## config.mk

```make
export PLATFORM = sky130hd
export DESIGN_NAME = ps2_rx_fifo
export DESIGN_NICKNAME = d
export VERILOG_FILES = /design/src/rtl/ps2_pkg.sv /design/src/rtl/ps2_sync_filt.sv /design/src/rtl/ps2_rx_fifo.sv
export SDC_FILE = /design/constraint.sdc
export NUM_CORES = 1
export LEC_CHECK = 0
export CAP_MARGIN = 10
export CORE_MARGIN = 3
export CORE_UTILIZATION = 56
export DETAILED_ROUTE_END_ITERATION = 7
export DONT_BUFFER_PORTS = 1
export PLACE_DENSITY = 0.71
export SYNTH_ARGS = -nofsm -noshare
export SYNTH_HDL_FRONTEND = slang
export SYNTH_SLANG_ARGS = --single-unit
export TNS_END_PERCENT = 50
```

## constraint.sdc

```tcl
create_clock -name clk50 -period 3.4 [get_ports clk50]
set_input_delay 0.34 -clock clk50 [delete_from_list [all_inputs] [get_ports clk50]]
set_output_delay 0.34 -clock clk50 [all_outputs]
set_load 0.05 [all_outputs]
```

## src/rtl/ps2_pkg.sv

```systemverilog
// ps2_pkg: shared types and constants for the PS/2 receive path.
//   ps2_state_t  - frame FSM states
//   PS2_PFX_EXT  - extended-key prefix byte (E0)
//   PS2_PFX_BRK  - break (key release) prefix byte (F0)
//   ps2_entry_t  - FIFO entry: scan code plus prefix flags
package ps2_pkg;

  typedef enum logic [1:0] {
    IDLE,
    DATA,
    PARITY,
    STOP
  } ps2_state_t;

  localparam logic [7:0] PS2_PFX_EXT = 8'hE0;
  localparam logic [7:0] PS2_PFX_BRK = 8'hF0;

  typedef struct packed {
    logic       ext;
    logic       brk;
    logic [7:0] data;
  } ps2_entry_t;

endpackage

```

## src/rtl/ps2_sync_filt.sv

```systemverilog
// ps2_sync_filt: synchroniser, level filter and falling-edge detector for one
// raw PS/2 pin.
// Ports:
//   clk50  - system clock
//   reset  - asynchronous active-low reset (level resets to 1)
//   pin    - raw asynchronous input
//   level  - filtered level; changes only after FILT_LEN consecutive
//            identical synchronised samples
//   fall   - one-cycle pulse when level goes 1->0
// Pin-to-fall latency is SYNC_STAGES+FILT_LEN cycles.
module ps2_sync_filt #(
  parameter int unsigned SYNC_STAGES = 2,
  parameter int unsigned FILT_LEN    = 4
) (
  input  logic clk50,
  input  logic reset,
  input  logic pin,
  output logic level,
  output logic fall
);

  localparam int unsigned CW = $clog2(FILT_LEN + 1);

  logic [SYNC_STAGES-1:0] sync;
  logic [CW-1:0]          cnt;
  logic                   sample;

  assign sample = sync[SYNC_STAGES-1];

  always_ff @(posedge clk50 or negedge reset) begin
    if (!reset) begin
      sync  <= '1;
      cnt   <= '0;
      level <= 1'b1;
      fall  <= 1'b0;
    end else begin
      sync <= {sync[SYNC_STAGES-2:0], pin};
      fall <= 1'b0;
      // cnt counts consecutive samples that disagree with the current level;
      // any agreeing sample restarts the run.
      if (sample != level) begin
        if (cnt == CW'(FILT_LEN - 1)) begin
          level <= sample;
          cnt   <= '0;
          fall  <= level & ~sample;
        end else begin
          cnt <= cnt + 1'b1;
        end
      end else begin
        cnt <= '0;
      end
    end
  end

endmodule

```

## src/rtl/ps2_rx_fifo.sv

```systemverilog
// ps2_rx_fifo: PS/2 device-to-host receiver with scan-code FIFO.
// Ports:
//   clk50, reset          - system clock, asynchronous active-low reset
//   ps2_clk, ps2_dat      - raw PS/2 pins
//   code_data/ext/brk     - head-of-FIFO entry (first-word-fall-through)
//   code_valid/code_ready - consumer handshake; pop on valid && ready
//   err_parity/frame/timeout - one-cycle, mutually exclusive error pulses
//   overflow              - sticky: good frame dropped on full FIFO
// Build option: define PS2_PREFIX_DECODE_EN to fold E0/F0 prefix bytes into
// the ext/brk flags of the following scan code; otherwise every good byte is
// queued raw and code_ext/code_brk stay 0.
module ps2_rx_fifo
  import ps2_pkg::*;
#(
  parameter int unsigned CLK_HZ      = 50000000,
  parameter int unsigned TIMEOUT_US  = 100,
  parameter int unsigned FIFO_DEPTH  = 8,
  parameter int unsigned SYNC_STAGES = 2,
  parameter int unsigned FILT_LEN    = 4
) (
  input  logic       clk50,
  input  logic       reset,
  input  logic       ps2_clk,
  input  logic       ps2_dat,
  output logic [7:0] code_data,
  output logic       code_ext,
  output logic       code_brk,
  output logic       code_valid,
  input  logic       code_ready,
  output logic       err_parity,
  output logic       err_frame,
  output logic       err_timeout,
  output logic       overflow
);

  localparam int unsigned TO_CYC = CLK_HZ / 1000000 * TIMEOUT_US;
  localparam int unsigned TW     = $clog2(TO_CYC);
  localparam int unsigned AW     = $clog2(FIFO_DEPTH);

  // ---------------------------------------------------------------- inputs
  logic clk_lvl, clk_fall, dat_lvl, dat_fall_unused;

  ps2_sync_filt #(.SYNC_STAGES(SYNC_STAGES), .FILT_LEN(FILT_LEN)) u_clk (
    .clk50(clk50), .reset(reset), .pin(ps2_clk),
    .level(clk_lvl), .fall(clk_fall)
  );

  ps2_sync_filt #(.SYNC_STAGES(SYNC_STAGES), .FILT_LEN(FILT_LEN)) u_dat (
    .clk50(clk50), .reset(reset), .pin(ps2_dat),
    .level(dat_lvl), .fall(dat_fall_unused)
  );

  // ------------------------------------------------------------------- FSM
  ps2_state_t  state;
  logic [7:0]  shreg;
  logic [2:0]  bit_cnt;
  logic        par_bit;
  logic [TW-1:0] to_cnt;
  logic        push_req;
  ps2_entry_t  push_entry;
`ifdef PS2_PREFIX_DECODE_EN
  logic        ext_pend, brk_pend;
`endif

  always_ff @(posedge clk50 or negedge reset) begin
    if (!reset) begin
      state       <= IDLE;
      shreg       <= '0;
      bit_cnt     <= '0;
      par_bit     <= 1'b0;
      to_cnt      <= '0;
      err_parity  <= 1'b0;
      err_frame   <= 1'b0;
      err_timeout <= 1'b0;
      push_req    <= 1'b0;
      push_entry  <= '0;
`ifdef PS2_PREFIX_DECODE_EN
      ext_pend    <= 1'b0;
      brk_pend    <= 1'b0;
`endif
    end else begin
      err_parity  <= 1'b0;
      err_frame   <= 1'b0;
      err_timeout <= 1'b0;
      push_req    <= 1'b0;
`ifdef PS2_PREFIX_DECODE_EN
      // Flags are dropped the cycle after any error pulse; a good STOP can
      // never land in that cycle, so this cannot race a prefix update below.
      if (err_parity || err_frame || err_timeout) begin
        ext_pend <= 1'b0;
        brk_pend <= 1'b0;
      end
`endif
      if (clk_fall) begin
        // A falling edge always restarts the timeout, even in its last cycle.
        to_cnt <= '0;
        case (state)
          IDLE: begin
            if (!dat_lvl) begin
              state   <= DATA;
              bit_cnt <= '0;
            end else begin
              err_frame <= 1'b1;
            end
          end
          DATA: begin
            shreg   <= {dat_lvl, shreg[7:1]};
            bit_cnt <= bit_cnt + 3'd1;
            if (bit_cnt == 3'd7) state <= PARITY;
          end
          PARITY: begin
            par_bit <= dat_lvl;
            state   <= STOP;
          end
          STOP: begin
            state <= IDLE;
            if (!dat_lvl) begin
              err_frame <= 1'b1;
            end else if (!((^shreg) ^ par_bit)) begin
              err_parity <= 1'b1;
            end else begin
`ifdef PS2_PREFIX_DECODE_EN
              if (shreg == PS2_PFX_EXT) begin
                ext_pend <= 1'b1;
              end else if (shreg == PS2_PFX_BRK) begin
                brk_pend <= 1'b1;
              end else begin
                push_req   <= 1'b1;
                push_entry <= '{ext: ext_pend, brk: brk_pend, data: shreg};
                ext_pend   <= 1'b0;
                brk_pend   <= 1'b0;
              end
`else
              push_req   <= 1'b1;
              push_entry <= '{ext: 1'b0, brk: 1'b0, data: shreg};
`endif
            end
          end
          default: state <= IDLE;
        endcase
      end else if (state != IDLE) begin
        if (to_cnt == TW'(TO_CYC - 1)) begin
          state       <= IDLE;
          err_timeout <= 1'b1;
          shreg       <= '0;
          to_cnt      <= '0;
        end else begin
          to_cnt <= to_cnt + 1'b1;
        end
      end
    end
  end

  // ------------------------------------------------------------------ FIFO
  ps2_entry_t    mem [FIFO_DEPTH];
  ps2_entry_t    head;
  logic [AW:0]   wr_ptr, rd_ptr;
  logic          full, empty, pop, wr_en;

  assign empty = (wr_ptr == rd_ptr);
  assign full  = (wr_ptr[AW] != rd_ptr[AW]) &&
                 (wr_ptr[AW-1:0] == rd_ptr[AW-1:0]);
  assign pop   = code_valid && code_ready;
  // A pop in the same cycle frees the slot, so a full FIFO still accepts.
  assign wr_en = push_req && (!full || pop);

  always_ff @(posedge clk50 or negedge reset) begin
    if (!reset) begin
      wr_ptr   <= '0;
      rd_ptr   <= '0;
      overflow <= 1'b0;
    end else begin
      if (wr_en) wr_ptr <= wr_ptr + 1'b1;
      if (pop)   rd_ptr <= rd_ptr + 1'b1;
      if (push_req && full && !pop) overflow <= 1'b1;
    end
  end

  always_ff @(posedge clk50) begin
    if (wr_en) mem[wr_ptr[AW-1:0]] <= push_entry;
  end

  assign head       = mem[rd_ptr[AW-1:0]];
  assign code_valid = !empty;
  assign code_data  = code_valid ? head.data : '0;
  assign code_ext   = code_valid & head.ext;
  assign code_brk   = code_valid & head.brk;

endmodule

```

Word level (Yosys, flattened, before mapping)
Memories as Yosys holds them, arrays and structs flattened.
Cells that the tools add are included.
{"block": "op_classes", "add_sub_neg": 6, "mul": 0, "div": 0, "order_cmp": 0, "eq_ne": 16, "n_shift": 0, "muxes": 39, "bitwise": 5, "n_reduce_logical": 22}
{"op": "8-bit 2-to-1 mux", "count": 5}
{"op": "13-bit 2-to-1 mux", "count": 3}
{"op": "1-bit 2-to-1 mux", "count": 18}
{"op": "3-bit 2-to-1 mux", "count": 5}
{"op": "13-bit by 1-bit adder with 13-bit output (second input constant)", "count": 1}
{"op": "13-bit == test (second input constant)", "count": 1}
{"op": "2-bit 2-to-1 mux", "count": 5}
{"op": "3-bit by 1-bit adder with 3-bit output (second input constant)", "count": 3}
{"op": "4-bit by 1-bit adder with 4-bit output (second input constant)", "count": 2}
{"op": "2-bit case mux with 4 select lines", "count": 1}
{"op": "4-bit AND reduction", "count": 2}
{"op": "2-bit nonzero test", "count": 4}
{"op": "8-bit XOR reduction", "count": 1}
{"op": "3-bit by 2-bit == test with 1-bit output (second input constant)", "count": 2}
{"op": "3-bit != test (second input constant)", "count": 2}
{"op": "3-bit case mux with 2 select lines", "count": 1}
{"op": "2-bit AND reduction", "count": 3}
{"op": "3-bit AND reduction", "count": 2}
{"op": "1-bit logical AND", "count": 5}
{"op": "2-bit == test (second input constant)", "count": 2}
{"op": "4-bit == test", "count": 1}
{"op": "2-bit != test (second input constant)", "count": 2}
{"op": "3-bit == test", "count": 1}
{"op": "3-bit == test (second input constant)", "count": 1}
{"op": "10 further kinds", "count": 15}
{"block": "totals", "regBits": 61, "latchBits": 0, "mem_bits_rw": 64, "mem_bits_ro": 0, "in_bits": 5, "output_inout_bits": 15, "mem_count": 1}
{"memory": "mem", "depth": 8, "word_bits": 8, "rd": 1, "rd_clocked_by_memory_dff": 0, "write_ports": 1, "line": "ps2_rx_fifo.sv:155", "source": "ps2_entry_t mem [FIFO_DEPTH];"}

Depth between registers and ports, before layout
{"block": "depth", "word_depth": 7, "ltp_mapped": 8}

Hierarchy
From an unflattened synthesis, not the netlist that was laid out.
{"block": "unflattened", "hier_cells": 362, "area_unflattened_um2": 5386.4}
{"mod": "ps2_rx_fifo", "instances": 1, "cells_per_inst": 324, "area_each_um2": 4828.4, "seq_area_each_um2": 3123.0}
{"mod": "ps2_sync_filt", "instances": 2, "cells_per_inst": 19, "area_each_um2": 279.0, "seq_area_each_um2": 178.9}

Worst setup path after synthesis
Ideal clock, no wire load.
{"block": "synth_timing", "path_type": "register to register", "startpoint": "register rd_ptr[1]", "endpoint": "memory mem[0][0] (netlist name) (enable)", "setup_ps": 395, "t_arrival_ps": 1852, "t_required_ps": 3005, "setup_slack_ps": 1154, "stages_incl_launch_ff": 6, "n_path_buf": 1, "synth_period_minus_slack_ps": 2246, "path_cell_list": "dfrtp_1 -> buf_2 -> xnor2_1 -> nand3_1 -> o21ai_1 -> nor4_1"}
{"block": "synth_via", "elab_chain_len": 7, "word_cells_on_any_way": 10, "classes_between": "eq/ne: 2; mux: 2; reduce/logical: 6"}
{"element": "start, declared", "line": "ps2_rx_fifo.sv:157", "source": "logic [AW:0] wr_ptr, rd_ptr;"}
{"element": "start signal, assigned", "line": "ps2_rx_fifo.sv:174", "source": "if (pop) rd_ptr <= rd_ptr + 1'b1;"}
{"element": "4-bit == test or 3-bit == test (tied branches)", "line": "ps2_rx_fifo.sv:160, ps2_rx_fifo.sv:162"}
{"element": "1-bit zero test or 1-bit logical AND (tied branches)", "line": "ps2_rx_fifo.sv:184, ps2_rx_fifo.sv:161"}
{"element": "1-bit logical AND or 1-bit zero test (tied branches)", "line": "ps2_rx_fifo.sv:163, ps2_rx_fifo.sv:165"}
{"element": "1-bit logical OR *", "line": "ps2_rx_fifo.sv:165", "source": "assign wr_en = push_req && (!full || pop);"}
{"element": "1-bit logical AND *", "line": "ps2_rx_fifo.sv:165"}
{"element": "1-bit 2-to-1 mux *", "line": "ps2_rx_fifo.sv:180", "source": "if (wr_en) mem[wr_ptr[AW-1:0]] <= push_entry;"}
{"element": "1-bit 2-to-1 mux (not written as such) *", "line": "ps2_rx_fifo.sv:180"}
{"element": "end, declared", "line": "ps2_rx_fifo.sv:155"}
Every way passes the cells marked *; elsewhere a longest branch is shown, timed or not.

Final worst setup path
{"block": "layout_timing", "startpoint": "register rd_ptr[0]", "endpoint": "output code_data[3]"}
{"block": "layout_via", "elab_chain_len": 2, "word_cells_on_any_way": 3, "classes_between": "eq/ne: 1; mux: 1; memory: 1"}
{"element": "memory 8 x 8 bit or 4-bit == test (tied branches)"}
{"element": "8-bit 2-to-1 mux *", "line": "ps2_rx_fifo.sv:185", "source": "assign code_data = code_valid ? head.data : '0;"}
{"element": "end, declared", "line": "ps2_rx_fifo.sv:25", "source": "output logic [7:0] code_data,"}
Marked as above.

==> summary.txt <==
Die
  – I/O pin count: 20
  – Die Ht: 103.7 um
  – Die ar.: 10750 um^2
  – Core Rows: 35
  – Core area: 9240 um^2
  – Die width: 103.7 um
  – Starting density of the core: 0.5782

Clock tree
  – Root Driver: clkbuf_8
  – Skew-Pair Late Insertion Delay: a little over 0.5 ns
  – Post-cts sizing count: 0
  – Clk slew on worst S/H paths: around 0.06 ns
  – Max Buffers Root-to-Sink: 2
  – Post-CTS setup buffers: 0
  – CTS tree: built
  – CTS Sinks: 125
  – Htree depth: 4
  – Cts bufs inserted: 17
  – Hold Buf Count CTS: 5

Synthesis
  – FF+latch count, synth: 125
  – Async SR Flop Fraction: 0.4880
  – Top_reg_cell synth: edfxtp_1
  – Synth warn: 0
  – Cell area after synthesis: roughly 5300 um^2
  – Post-synth EDFFs: 64
  – Distinct cells, synth: 49
  – Sequential area share after synthesis: 0.6468
  – Syn avg cell area: 14.60 um^2
  – Syn Inst Count: 366

Routing
  – DRT Pass-1 Iters: 4
  – WL final: 9089 um
  – Wire length per cell after detailed routing: 16.96 um
  – DRT iter0 DRCs: 134
  – Via Count: 2994
  – Vias/cell: around 5.6
  – Antenna-violating nets left: 0
  – DRC: 0

Timing
  – Pins Over Slew Limit: 0
  – Minimum clock period after layout: 2.576 ns
  – Least-Margin Pin Slew: 0.8123 ns
  – RSZ-0062 raised after global routing: no
  – Slew HR: 0.4565
  – Hold Vio Cnt, Final: 0
  – Final setup skew: approximately 0.007 ns
  – Final setup vio count: 0
  – Total negative slack: 0 ns
  – Final period util: 0.7576
  – Max Clk Rate: between 300 and 400 MHz

Final layout
  – # nets final: 412
  – Area Growth Syn to Fin: 16.67%
  – Layout fillers: approximately 660
  – Ant. Diodes: 0
  – Post-route design area: 6233 um^2
  – FF/Latch Area: 3456 um^2
  – Share of cells above drive strength 1: 0.2138
  – Area occupied by multi-input gates: 1782 um^2

Pwr
  – Leakage: roughly 0.0026 uW
  – VDD IR-drop max: around 0.30 mV
  – Pwr dens: 574.8 nW/um^2

Worst setup path
  – R2r setup slk: 1.18 ns
  – Worst r2r src: rd_ptr[2]
  – Critical Path Source: rd_ptr[0]
  – Setup CP Type: flip-flop to output pin
  – Crit path required time: 3.06 ns
  – Worst Setup Start Kind: flip-flop
  – R2R cell count: 6
  – Critical path endpoint category: output pin
  – Critical path peak fanout: 19
  – FF-to-FF End: mem[1][5]
  – Critical Path AT: 2.24 ns

GRT
  – Total gr overflow: 0
  – Vias in the first global route: 3082
  – Initial antenna violation count: 0
  – Met3 usage in global routing: 0.04798
  – Pin count of the biggest net entering global routing: 62
  – Global-route usage over all layers: 0.1850
  – Met1 usage: 0.2418
  – Met2 usage: 0.2986
  – First-pass GRT wire length: 15680 um
  – GRT busiest layer: met2

Outcome
  – Status: complete, no violations

Run
  – Max_cap viols: 0

Hold path
  – Hold Path End: rd_ptr[0]
  – Hold Crit Start: code_ready
  – Hold Path Cell Cnt: 2
  – Hold Path Class: input pin to flip-flop

Placement
  – Placement Cell Area: 5557 um^2
  – Gpl congestion: between 0.7 and 0.8
  – Post-DP HPWL: between 5000 and 6000 um
  – I/O Buffers: 0
synthesized netlist by cell type, types with 2 or more instances:
cell | number | area [um^2]
nand3_1 | 15 | 75.07
and2_1 | 2 | 12.51
inv_1 | 10 | 37.54
nor4_1 | 7 | 43.79
nor2_1 | 20 | 75.07
edfxtp_1 | 64 | 1922
o31a_1 | 2 | 17.52
o21ai_0 | 6 | 30.03
nor3b_1 | 3 | 22.52
nor2b_1 | 5 | 31.28
dfrtp_1 | 55 | 1376
nand2b_1 | 5 | 31.28
nand2_1 | 37 | 138.9
mux2_2 | 13 | 146.4
mux2i_1 | 11 | 110.1
buf_1 | 2 | 7.510
nand4_1 | 5 | 31.28
and3_1 | 2 | 12.51
mux4_2 | 16 | 360.4
o211ai_1 | 3 | 22.52
dfstp_2 | 6 | 157.7
ha_1 | 13 | 162.7
a22o_1 | 3 | 26.28
clkbuf_1 | 3 | 11.26
buf_2 | 5 | 25.02
xor2_1 | 5 | 43.79
buf_4 | 3 | 22.52
xnor2_1 | 18 | 157.7
nor3_1 | 7 | 35.03
critical path, cell delays in order (launching register included):
cell and delay, ns:
dfrtp_1 0.35, buf_4 0.35, mux4_2 0.59, mux2i_1 0.16, nor2_1 0.07, buf_4 0.19
state kept, by name (all words and copies together), names as in the netlist:
register	cells
u_dat.sync	2
push_entry	8
shreg	8
u_clk.fall	1
u_clk.cnt	3
err_frame	1
overflow	1
u_clk.level	1
u_dat.level	1
rd_ptr	4
mem	64
par_bit	1
to_cnt	13
push_req	1
state	2
err_timeout	1
err_parity	1
wr_ptr	4
u_dat.cnt	3
u_clk.sync	2
bit_cnt	3
worst max path at each step:
stage / to / slack, ns / depth (start not counted)
final: code_data[3] / 0.82 / 5
after global routing: code_data[3] / 0.67 / 5
after detailed placement: mem[1][3] / 0.80 / 5
after CTS: mem[1][5] / 0.76 / 5
after floorplan: mem[0][0] / 1.15 / 5
after global placement: mem[1][1] / 0.96 / 5
layout by cell type, fill, tap and decap left out, drive strengths merged, types with 3 or more instances in the layout:
master / n
edfxtp: 64
dfrtp: 55
nand2: 37
nor2: 20
xnor2: 18
clkbuf: 18
buf: 17
mux4: 16
nand3: 15
mux2: 13
ha: 13
inv: 13
mux2i: 12
nor3: 7
nor4: 7
o21ai: 7
dfstp: 6
clkinv: 6
nor2b: 5
nand2b: 5
xor2: 5
nand4: 5
dlygate4sd3: 4
nor3b: 3
o211ai: 3
a22o: 3
clkinvlp: 3
bufinv: 3
layout make-up:
class | count | area share
clock buffers | 17 | 0.06644
inverters | 10 | 0.006022
clock inverters | 15 | 0.03011
flip-flops and latches | 125 | 0.5544
repair buffers | 22 | 0.03131
multi-input cells | 218 | 0.2858
well taps | 129 | 0.02589
logic make-up after synthesis:
logic type / share of synthesized area
XOR/XNOR: 0.04637
adder cells (fa/ha/maj): 0.03045
other: 0.0007019
multiplexers: 0.1197
AO/OA/AOI/OAI: 0.03115
buffers and inverters: 0.02037
flip-flops: 0.6468
AND/OR/NAND/NOR: 0.1044
report_power, final:
| part | leakage (uW) | internal [uW] | total (uW) | switching (uW) |
|---|---|---|---|---|
| Clock | 0.000285 | 1130 | 1800 | 677 |
| Combinational | 0.000862 | 53.3 | 120 | 66.3 |
| Sequential | 0.00150 | 1630 | 1660 | 33.3 |
| Total | 0.00265 | 2810 | 3580 | 776 |
routing by layer:
layer | vias up | share of wire
met1 | 1515 | 0.45
met4 | 0 | 0.015
met5 | - | 0
li1 | 1408 | -
met3 | 15 | 0.036
met2 | 56 | 0.50
through the flow:
| stage | util | setup WS (ns) | cells | power [uW] | hold WS [ns] |
|---|---|---|---|---|---|
| floorplan | - | 1.154 | 367 | 1766 | 0.04441 |
| global placement | 0.6014 | 0.9645 | 498 | 1785 | 0.04611 |
| detailed placement | 0.6014 | 0.7950 | 498 | 1791 | 0.04635 |
| CTS | 0.6738 | 0.7582 | 535 | 3622 | 0.007353 |
| global route | 0.6746 | 0.6748 | 536 | 3708 | 0.02646 |
| finish | 0.6746 | 0.8242 | 536 | 3583 | 0.02679 |
Power figures use the tool's default switching activity.
==> edit 1: new RTL, same flow settings <==
Encoding of `ps2_state_t`: now one-hot (4 bits for 4 states).
--- a/src/rtl/ps2_pkg.sv
+++ b/src/rtl/ps2_pkg.sv
@@ -5,11 +5,11 @@
 //   ps2_entry_t  - FIFO entry: scan code plus prefix flags
 package ps2_pkg;
 
-  typedef enum logic [1:0] {
-    IDLE,
-    DATA,
-    PARITY,
-    STOP
+  typedef enum logic [3:0] {
+    IDLE   = 4'b0001,
+    DATA   = 4'b0010,
+    PARITY = 4'b0100,
+    STOP   = 4'b1000
   } ps2_state_t;
 
   localparam logic [7:0] PS2_PFX_EXT = 8'hE0;
Function: same outputs for any inputs over 10 cycles, from zero or initial values and one cycle with reset low; not proved beyond that.
==> edit 1 against the original RTL <==
Global-route usage down 0.21 points. Count of clock-buffer cells in the layout is the same. Cell area grew 0.90%. Routed wire length grew 0.81%. Synthesized area grew 2.2%. Worst setup slack got worse by 0.022 ns. Die area increased by 2.1%. Sequential cell count up 2. Non-clock buffer count grew 1.
Power is not compared: it rests on default switching activity, and its combinational part moved more than twofold at a synthesized area within 25%.
==> edit 1: results <==
group,metric,value,unit
critical_path,critPathArrivalTime,2.26,ns
timing,fin_skew,0.0114,ns
critical_path,endpoint,"code_data[5]",
finish,drive_gt1_share,22.9,%
finish,nNetsFinal,398,
drt,wl_per_cell,17.4,um
synth,ys_types,51,
timing,whs,0.0392,ns
synth,synthArstFlopShare,49.6,%
critical_path,rrSetupSlack,0.92,ns
finish,fillCellCount,681,
synth,synth_commonest_cells,"edfxtp_1 (64), dfrtp_1 (56), nor2_1 (22)",
synth,yosysSeqAreaShare,64.2,%
drt,route.vias.total,2985,
global_routing,grt_max_degree,64,
drt,firstDrtPassIters,5,
place,placedCellCount,488,
drt,wl,9160,um
synth,synth_area_leaders,"edfxtp_1 (35%), dfrtp_1 (26%), mux4_2 (6.6%)",
critical_path,r2r_cells,5,
status,status,"complete, no violations",
global_routing,grt_pass1_wl,15600,um
place,place_area,5660,um2
timing,worst_pin_slew,1.12,ns
synth,synth_edf_count,64,
power,vdd_drop_max,385,uV
clock_tree,clk_pin_slew_worst_paths,0.06,ns
clock_tree,cts_setup_buffers,0,
critical_path,r2r-end,"mem[1][4]",
place,dp.final_hpwl,5900,um
place,gp_congestion,0.847,
global_routing,gr-usage-all-layers,18.3,%
synth,syn_avg_cell_area,15.1,um2
drt,drtIter0Drc,137,
## edit 1: cell count changes after synthesis, moves of 6 or more
cell,unedited run,this run
mux2_2,13,6
nand2_1,37,13
clkbuf_1,3,9
xor2_1,5,12
nor4_1,7,1
xnor2_1,18,12
nand3_1,15,8
mux2_4,0,8
## edit 1: how the worst min path moves through the flow
stage | cells after the start | to
final | 2 | rd_ptr[0]
after global routing | 2 | rd_ptr[0]
after CTS | 2 | rd_ptr[0]
after detailed placement | 0 | u_clk.fall
after global placement | 0 | u_clk.cnt[1]
after floorplan | 0 | bit_cnt[0]
## edit 1: cell type report
class                   count  share of cell area (%)
well taps                 129                    2.57
multi-input cells         209                    29.2
flip-flops and latches    127                    55.8
clock inverters            15                    2.35
repair buffers             23                    3.18
inverters                   6                   0.358
clock buffers              17                    6.58
## edit 1: power breakdown
group	total, mW	internal [mW]	switching [mW]	leakage, nW
clock network	1.69	0.990	0.700	0.270
logic	0.295	0.135	0.160	0.808
registers	1.80	1.70	0.0994	1.58
## edit 1: logic make-up after synthesis
group / share of synthesized area [%]
AOI/OAI and AO/OA: 5.36
xor gates and xnor gates: 4.70
adders and majority gates: 2.06
buffers and inverters: 2.24
DFF: 64.2
muxes: 12.1
other: 0.0686
and+or+nand+nor: 9.28
## edit 1: what timing repair did
action,CTS,global route
endpoints found under the setup margin,0,0
hold buffers,5,0
hold endpoints to repair,67,0
## edit 1: metrics by stage
step | utilization (%) | worst slack (ns)
after detailed placement | 60.3 | 0.944
after global routing | 67.1 | 0.676
after floorplan | - | 1.08
final | 67.1 | 0.802
after CTS | 67.1 | 0.754
after global placement | 60.3 | 1.04
## edit 1: worst max-delay path, stage by stage (launching register included)
cell and delay (ns):
dfrtp_1 0.38, buf_4 0.36, mux4_2 0.59, mux2i_1 0.17, nor2_1 0.05, buf_4 0.18
## edit 1: metal layers
| metal | part of all wire, % | track usage [%] | vias to the layer above |
|---|---|---|---|
| met4 | 1.0 | 7.22 | 0 |
| met2 | 50 | 29.7 | 59 |
| li1 | - | - | 1416 |
| met5 | 0 | 0 | - |
| met1 | 45 | 24.1 | 1500 |
| met3 | 3.2 | 4.14 | 10 |
==> edit 2: new RTL, same settings <==
Without the edit above. `SYNC_STAGES` is set to 2 in 2 places; all go to 4.
--- a/src/rtl/ps2_sync_filt.sv
+++ b/src/rtl/ps2_sync_filt.sv
@@ -9,7 +9,7 @@
 //   fall   - one-cycle pulse when level goes 1->0
 // Pin-to-fall latency is SYNC_STAGES+FILT_LEN cycles.
 module ps2_sync_filt #(
-  parameter int unsigned SYNC_STAGES = 2,
+  parameter int unsigned SYNC_STAGES = 4,
   parameter int unsigned FILT_LEN    = 4
 ) (
   input  logic clk50,
--- a/src/rtl/ps2_rx_fifo.sv
+++ b/src/rtl/ps2_rx_fifo.sv
@@ -15,7 +15,7 @@
   parameter int unsigned CLK_HZ      = 50000000,
   parameter int unsigned TIMEOUT_US  = 100,
   parameter int unsigned FIFO_DEPTH  = 8,
-  parameter int unsigned SYNC_STAGES = 2,
+  parameter int unsigned SYNC_STAGES = 4,
   parameter int unsigned FILT_LEN    = 4
 ) (
   input  logic       clk50,
Function: changed (Yosys sat finds a counterexample within 10 cycles, from zero or initial values and one cycle with reset low).
==> edit 2 against the original RTL <==
Routed wire length fell by 1.2%. First-iteration DRC count fell by 11%. Sequential cell count rose by 4. Synthesized area rose by 1.9%. Sequential share of layout area rose by 0.69 points. Power rose by 3.6%. Cell area rose by 1.8%. Worst setup slack improved by 0.021 ns. Largest cell class unchanged. Highest routed layer unchanged.
==> edit 2: results <==
group,metric,value,unit
status,status,"complete, no violations",
place,place_area,5650,um2
place,port_buffers,0,
synth,netlist_instances,366,
synth,yosysWarnings,0,
global_routing,grt_max_degree,66,
timing,slew_headroom,23.1,%
finish,diodes,0,
synth,synth_area_leaders,"edfxtp_1 (35%), dfrtp_1 (25%), mux4_2 (6.6%)",
drt,firstDrtPassIters,5,
critical_path,rrSetupSlack,0.97,ns
synth,synth_commonest_cells,"edfxtp_1 (64), dfrtp_1 (55), nand2_1 (32)",
synth,ys_types,48,
critical_path,r2r_start,"wr_ptr[1]",
power,leakagePower,2.67,nW
clock_tree,h-tree-depth,4,
power,switchingPower,0.773,mW
timing,fin_skew,0.00916,ns
global_routing,grt_pass1_vias,3170,
place,gp_congestion,0.835,
drt,wl_per_cell,16.8,um
critical_path,critPathArrivalTime,2.21,ns
drt,route.vias.total,2952,
drt,via_per_inst,5.53,
critical_path,r2r-end,"mem[1][0]",
place,dp.final_hpwl,5720,um
synth,yosysSeqAreaShare,65.4,%
drt,drtIter0Drc,119,
global_routing,grt_pass1_wl,16000,um
finish,drive_gt1_share,22.2,%
finish,nNetsFinal,410,
clock_tree,cts_root_buffer,"clkbuf_8",
finish,register_area,3560,um2
finish,fillCellCount,661,
synth,synthArstFlopShare,50.4,%
power,powerComb,0.121,mW
power,p_seq,1.71,mW
place,placedCellCount,497,
global_routing,gr-usage-all-layers,18.8,%
power,p_seq_share,46.1,%
min_path,worstHoldStart,"code_ready",
power,vdd_drop_max,372,uV
critical_path,r2r_cells,4,
## edit 2: cells by family after synthesis
| family | share of synthesized area (%) |
|---|---|
| DFF | 65.4 |
| and+or+nand+nor | 9.31 |
| muxes | 12.0 |
| AOI/OAI and AO/OA | 3.65 |
| xor gates and xnor gates | 4.55 |
| buffers and inverters | 2.07 |
| adders and majority gates | 2.99 |
| other | 0.0689 |
## edit 2: metal layers
layer  global-route usage [%]  vias up  wire, um
li1                         -     1402         -
met1                     24.3     1495      4110
met2                     31.1       43      4500
met3                     5.06       12       249
met4                     6.19        0       129
met5                        0        -         0
## edit 2: final cells by class
type	instances	share of cell area [%]
Timing Repair Buffer	21	2.96
Clock inverter	14	3.21
Multi-Input combinational cell	213	28.0
Tap cell	129	2.54
Clock buffer	18	6.59
Inverter	10	0.592
Sequential cell	129	56.1
## edit 2: worst max-delay path by stage
stage	start	end
floorplan	rd_ptr[1]	mem[0][0]
global placement	wr_ptr[1]	mem[1][1]
detailed placement	wr_ptr[1]	mem[1][1]
CTS	rd_ptr[0]	code_data[7]
global route	rd_ptr[0]	code_data[2]
finish	rd_ptr[0]	code_data[7]
## edit 2: metrics by stage
| stage | worst slack, ns | hold slack (ns) |
|---|---|---|
| floorplan | 1.15 | 0.0444 |
| global placement | 1.10 | 0.0510 |
| detailed placement | 0.970 | 0.0510 |
| CTS | 0.788 | 0.00511 |
| global route | 0.671 | 0.0169 |
| finish | 0.845 | 0.0427 |
## edit 2: timing repair
action | in CTS | in global routing
hold buffers | 5 | 0
endpoints found under the hold margin | 68 | 0
setup buffers | 0 | 0
## edit 2: worst max-delay path, cell delays in order (launching register included)
cell and delay, ns:
dfrtp_1 0.36, buf_4 0.35, mux4_2 0.60, mux2i_1 0.14, nor2_1 0.06, buf_4 0.18
